[config.mk]
export PLATFORM = sky130hd
export DESIGN_NAME = rtc_edit_ctrl
export DESIGN_NICKNAME = d
export VERILOG_FILES = /design/src/rtl/rtc_pkg.sv /design/src/rtl/bcd_step.sv /design/src/rtl/rtc_edit_ctrl.sv
export SDC_FILE = /design/constraint.sdc
export NUM_CORES = 1
export LEC_CHECK = 0
export ABC_AREA = 0
export BUFFER_PORTS_ARGS = -buffer_cell sky130_fd_sc_hd__buf_2
export CAP_MARGIN = 20
export CORE_MARGIN = 4
export CORE_UTILIZATION = 59
export DETAILED_ROUTE_END_ITERATION = 8
export MAX_ROUTING_LAYER = met4
export PLACE_DENSITY = 0.8
export SYNTH_ARGS = -nofsm -noshare
export SYNTH_HDL_FRONTEND = slang
export SYNTH_HIERARCHICAL = 1
export SYNTH_SLANG_ARGS = --single-unit
[constraint.sdc]
create_clock -name clk -period 5.5 [get_ports clk]
set_input_delay 0.55 -clock clk [delete_from_list [all_inputs] [get_ports clk]]
set_output_delay 0.55 -clock clk [all_outputs]
set_load 0.05 [all_outputs]
[src/rtl/rtc_pkg.sv]
// Shared constants and types for the RTC time-edit controller.
// Field order is sec, min, hour, date, month, week, year.
package rtc_pkg;

  localparam int F_SEC   = 0;
  localparam int F_MIN   = 1;
  localparam int F_HOUR  = 2;
  localparam int F_DATE  = 3;
  localparam int F_MONTH = 4;
  localparam int F_WEEK  = 5;
  localparam int F_YEAR  = 6;

  // Entry i is the BCD limit of field i.
  localparam logic [6:0][7:0] BCD_MIN = {
    8'h00, 8'h01, 8'h01, 8'h01, 8'h00, 8'h00, 8'h00
  };
  localparam logic [6:0][7:0] BCD_MAX = {
    8'h99, 8'h07, 8'h12, 8'h31, 8'h23, 8'h59, 8'h59
  };

  typedef enum logic [1:0] {
    IDLE,
    EDIT,
    COMMIT
  } state_e;

  function automatic int clog2(input longint v);
    int     r;
    longint x;
    r = 0;
    x = v - 1;
    while (x > 0) begin
      r++;
      x = x >> 1;
    end
    if (r < 1) r = 1;
    return r;
  endfunction

endpackage

[src/rtl/bcd_step.sv]
// One BCD up/down step with field-limit wrap.
// Invalid or out-of-range inputs snap to the field minimum.
module bcd_step
  import rtc_pkg::*;
(
  input  logic [7:0] value,
  input  logic [7:0] min,
  input  logic [7:0] max,
  input  logic       dir,
  output logic [7:0] nxt
);

  logic ok;

  assign ok = (value[7:4] <= 4'd9) && (value[3:0] <= 4'd9) &&
              (value >= min) && (value <= max);

  always_comb begin
    nxt = min;
    if (!ok) begin
      nxt = min;
    end else if (!dir) begin
      if (value == max)
        nxt = min;
      else if (value[3:0] == 4'd9)
        nxt = {value[7:4] + 4'd1, 4'd0};
      else
        nxt = value + 8'd1;
    end else begin
      if (value == min)
        nxt = max;
      else if (value[3:0] == 4'd0)
        nxt = {value[7:4] - 4'd1, 4'd9};
      else
        nxt = value - 8'd1;
    end
  end

endmodule

[src/rtl/rtc_edit_ctrl.sv]
// Key-driven edit of a BCD time snapshot with commit strobe,
// selected-field blink mask and inactivity timeout.
module rtc_edit_ctrl
  import rtc_pkg::*;
#(
  parameter int NUM_FIELDS = 3,
  parameter int CLK_HZ     = 50_000_000,
  parameter int BLINK_HZ   = 2,
  parameter int TIMEOUT_S  = 10
) (
  input  logic                    clk,
  input  logic                    rst_n,
  input  logic                    key_sel,
  input  logic                    key_inc,
  input  logic                    key_dec,
  input  logic                    key_ok,
  input  logic                    key_esc,
  input  logic [8*NUM_FIELDS-1:0] read_time,
  output logic [8*NUM_FIELDS-1:0] disp_time,
  output logic [8*NUM_FIELDS-1:0] write_time,
  output logic                    write_req,
  output logic                    edit_active,
  output logic [2:0]              edit_field,
  output logic [NUM_FIELDS-1:0]   blink_mask
);

  localparam int     W       = 8 * NUM_FIELDS;
  localparam longint TO_CYC  = longint'(TIMEOUT_S) * longint'(CLK_HZ);
  localparam longint HALF_RW = longint'(CLK_HZ) / (2 * longint'(BLINK_HZ));
  localparam longint HALF    = (HALF_RW < 1) ? 1 : HALF_RW;
  localparam int     TO_W    = clog2(TO_CYC);
  localparam int     BL_W    = clog2(HALF);
  localparam logic [TO_W-1:0] TO_LAST = TO_W'(TO_CYC - 1);
  localparam logic [BL_W-1:0] BL_LAST = BL_W'(HALF - 1);
  localparam logic [2:0]      F_LAST  = 3'(NUM_FIELDS - 1);

  state_e          state_q, state_d;
  logic [W-1:0]    buf_q, buf_d;
  logic [W-1:0]    disp_q, disp_d;
  logic [W-1:0]    wt_q, wt_d;
  logic            wr_q, wr_d;
  logic            act_q, act_d;
  logic [2:0]      field_q, field_d;
  logic [TO_W-1:0] to_q, to_d;
  logic [BL_W-1:0] bl_q, bl_d;
  logic            ph_q, ph_d;

  logic [7:0] cur;
  logic [7:0] stepped;
  logic       key_any;

  assign cur     = buf_q[8*int'(field_q) +: 8];
  assign key_any = key_ok | key_esc | key_sel | key_inc | key_dec;

  bcd_step u_step (
    .value (cur),
    .min   (BCD_MIN[field_q]),
    .max   (BCD_MAX[field_q]),
    .dir   (~key_inc),
    .nxt   (stepped)
  );

  always_comb begin
    state_d = state_q;
    buf_d   = buf_q;
    disp_d  = disp_q;
    wt_d    = wt_q;
    field_d = field_q;
    to_d    = '0;
    bl_d    = '0;
    ph_d    = 1'b0;
    unique case (state_q)
      IDLE: begin
        disp_d = read_time;
        if (key_sel) begin
          buf_d   = read_time;
          field_d = 3'd0;
          state_d = EDIT;
        end
      end
      EDIT: begin
        to_d = to_q + 1'b1;
        if (bl_q == BL_LAST) begin
          bl_d = '0;
          ph_d = ~ph_q;
        end else begin
          bl_d = bl_q + 1'b1;
          ph_d = ph_q;
        end
        if (key_any) begin
          to_d = '0;
          bl_d = '0;
          ph_d = 1'b0;
        end
        // Any key outranks a timeout landing on the same edge.
        priority case (1'b1)
          key_ok: begin
            wt_d    = buf_q;
            state_d = COMMIT;
          end
          key_esc: state_d = IDLE;
          key_sel: field_d = (field_q == F_LAST) ? 3'd0 : field_q + 3'd1;
          key_inc,
          key_dec: buf_d[8*int'(field_q) +: 8] = stepped;
          default: if (to_q == TO_LAST) state_d = IDLE;
        endcase
        disp_d = buf_d;
      end
      COMMIT: begin
        disp_d  = buf_q;
        state_d = IDLE;
      end
      default: state_d = IDLE;
    endcase
    if (state_d != EDIT) begin
      to_d = '0;
      bl_d = '0;
      ph_d = 1'b0;
    end
    act_d = (state_d == EDIT);
    wr_d  = (state_d == COMMIT);
  end

  always_ff @(posedge clk or negedge rst_n) begin
    if (!rst_n) begin
      state_q <= IDLE;
      buf_q   <= '0;
      disp_q  <= '0;
      wt_q    <= '0;
      wr_q    <= 1'b0;
      act_q   <= 1'b0;
      field_q <= 3'd0;
      to_q    <= '0;
      bl_q    <= '0;
      ph_q    <= 1'b0;
    end else begin
      state_q <= state_d;
      buf_q   <= buf_d;
      disp_q  <= disp_d;
      wt_q    <= wt_d;
      wr_q    <= wr_d;
      act_q   <= act_d;
      field_q <= field_d;
      to_q    <= to_d;
      bl_q    <= bl_d;
      ph_q    <= ph_d;
    end
  end

  assign disp_time   = disp_q;
  assign write_time  = wt_q;
  assign write_req   = wr_q;
  assign edit_active = act_q;
  assign edit_field  = field_q;
  assign blink_mask  = (act_q && ph_q) ?
                       (NUM_FIELDS'(1) << field_q) : '0;

endmodule

==> metrics.txt <==
drt pass-1 iters=5; Setup Fix Bufs, Post-CTS=0; leakage dissipation=about 4.2 nW; Max Cap Violations=0; Yosys top cell by area=dfrtp_1; Power, Total=6.34 mW; utilization after layout=0.700; TritonCTS clock tree=yes; design area=roughly 9400 sq um; largest cells by area after synthesis=dfrtp_1, nor2_1, ha_1; Worst Path Max Fanout=17; clk sinks=between 100 and 150; Post-Syn Area=8200 sq um; Avg Inst Size Synth=~9.1 sq um; antenna cells=0; largest net degree at the start of global routing=99; Antenna Violating Nets Remaining=0; HP Class=in -> async; WP data arrival=approximately 5.2 ns; share of the synthesized area in the top cell type=0.406; final worst path period share=0.875; Pins Over Slew Limit=0; Initial DRC Count=797; Critical Path End Type=flip-flop; DRC violations left=0; endpoints failing hold=0; Worst R2R Path Depth=14; Nets=1052; Relative slew margins=0.247; list of most frequent post-synthesis cells=dfrtp_1, nor2_1, nand2_1, a21oi_1, o21ai_0; Yosys reg bits=between 100 and 150; PD cells=676 nW/um^2; initial core utilization=0.612; drt total wl=approximately 21000 um; Cell Int Power=3.21 mW; Die X=between 100 and 150 um; die height=approximately 130 um; Comb power frac=0.565; Placement Cell Area=just under 9000 sq um; Synth warnings=6; Clock transition at path regs=roughly 0.06 ns; CTS H-tree depth=4; min Tclk post-route=between 4 and 5 ns; post-cts resize count=0; DR WL/cell=between 15 and 20 um; area delta synth->final=14.5%; routability-driven placement congestion ratio=0.965; Critical Path RT=5.86 ns; FFs w/ async S/R, synth=1.00; sequential share of power=0.249; status=finished, final reports clean; Least-Margin Pin Slew=approximately 1.1 ns; first-pass GRT wire length=34700 um; CTS Hold Bufs=0; vias per cell=about 6; io pins=87; sw frac=0.494; cell count after synthesis=just over 900; crit path kind=reg -> reg; fmax=between 0.2 and 0.25 GHz; Clock Skew=roughly 0.012 ns; worst skew pair latency=~0.43 ns; top-count cell post-synth=dfrtp_1; layout cells sized above 1=0.179; VDD IR max=0.406 mV; library cells used by synthesis=67; via count=around 7200; TritonCTS buffer count=17; GRT Util Overall=0.279; total global routing overflow=0; core area=13400 sq um; most used flip-flop cell after synthesis=dfrtp_1; slack of the critical path=about 0.68 ns; root buffer cell=clkbuf_16; dpl hpwl=around 15000 um; site row count=42; register area share after synthesis=0.406; Die ar.=around 16000 sq um; final setup TNS=0 ns; vias in the first global route=around 6700; RSZ-0062 raised after global routing=false; CTS max path bufs=2; initial antenna violation count=0; P_sw=3.13 mW; EDFF count, synth=0; pre-CTS WS=~0.9 ns; setup violators final=0; clock network power share=0.186; crit path launch type=flip-flop; Port-buffer cells=86
-- layout by cell type (no fill, tap or decap), drive strengths merged, types with 23 or more instances in the layout --
cell type | synthesis | routed
ha | 36 | 36
nand2 | 74 | 74
buf | 14 | 99
nand4 | 23 | 23
xor2 | 37 | 37
dfrtp | 133 | 133
mux2i | 29 | 29
mux2 | 30 | 30
nor2 | 129 | 129
inv | 37 | 41
a21oi | 61 | 61
nand3 | 33 | 33
o21ai | 56 | 56
-- per-layer routing --
layer  up-vias  track usage  routed length [um]  share of wire
met2       333        0.433               10100           0.47
met3        37       0.0614                1650          0.077
met5         -            -                   0              0
met4         0        0.107                 536          0.025
met1      3509        0.359                9100           0.42
li1       3364            -                   -              -
-- state kept, by name (all words and copies together), names as in the netlist, 2 cells and up --
| name | cells |
|---|---|
| to_q | 29 |
| bl_q | 24 |
| buf_q | 24 |
| disp_time | 24 |
| write_time | 24 |
| edit_field | 3 |
| state_q | 2 |
-- critical path, stage by stage (launching register included) --
cell and delay [ns]:
dfrtp_1 0.63, inv_1 0.21, nor2_1 0.41, a21oi_1 0.13
nor2_1 0.56, inv_1 0.21, ha_1 0.35, nand4_2 0.19
nor2_8 0.19, a211oi_1 0.07, or4_4 0.60, o21ai_1 0.56
mux2i_1 0.20, o21ai_0 0.24, o311a_1 0.21
-- path summary, 6_finish.rpt --
| kind | to | slack [ns] | startpoint |
|---|---|---|---|
| max reg2reg | disp_time[16] | 0.68 | edit_field[0] |
| min | disp_time[9] | 0.19 | rst_n |
| min in group clk | buf_q[15] | 0.39 | read_time[15] |
| max in group asynchronous | write_time[17] | 4.35 | rst_n |
| min reg2reg | bl_q[0] | 0.49 | bl_q[0] |
| max | disp_time[16] | 0.68 | edit_field[0] |
-- cells by family (layout without fill, tap and decap cells) --
| logic type | count (synthesis) | after routing | share of synthesized area |
|---|---|---|---|
| AND/OR/NAND/NOR | 326 | 326 | 0.195 |
| buffers and inverters | 87 | 167 | 0.0470 |
| other | 1 | 13 | 0.000457 |
| multiplexers | 59 | 59 | 0.0766 |
| adder cells (fa/ha/maj) | 36 | 36 | 0.0549 |
| AO/OA/AOI/OAI | 208 | 208 | 0.161 |
| XOR/XNOR | 55 | 55 | 0.0588 |
| flip-flops | 133 | 133 | 0.406 |
-- per-stage QoR --
stage	instances	hold slack [ns]
detailed placement	1141	0.487
floorplan	917	0.254
finish	1173	0.191
global route	1173	0.279
global placement	1140	0.475
CTS	1172	0.263
-- layout make-up --
class	instances	area (sq um)
multi-input cells	697	4530
fillers	1017	4020
flip-flops and latches	133	3330
repair buffers	99	562
clock buffers	17	425
well taps	176	220
clock inverters	14	176
inverters	37	139
-- power by group through the flow --
stage	registers (mW)	logic, mW	clock network, mW
final	1.58	3.58	1.18
after global routing	1.63	3.86	1.23
after CTS	1.57	3.54	1.19
after detailed placement	1.59	3.51	0
after global placement	1.58	3.45	0
after floorplan	2.16	2.06	0
No activity file was read; power rests on OpenSTA's default activity.
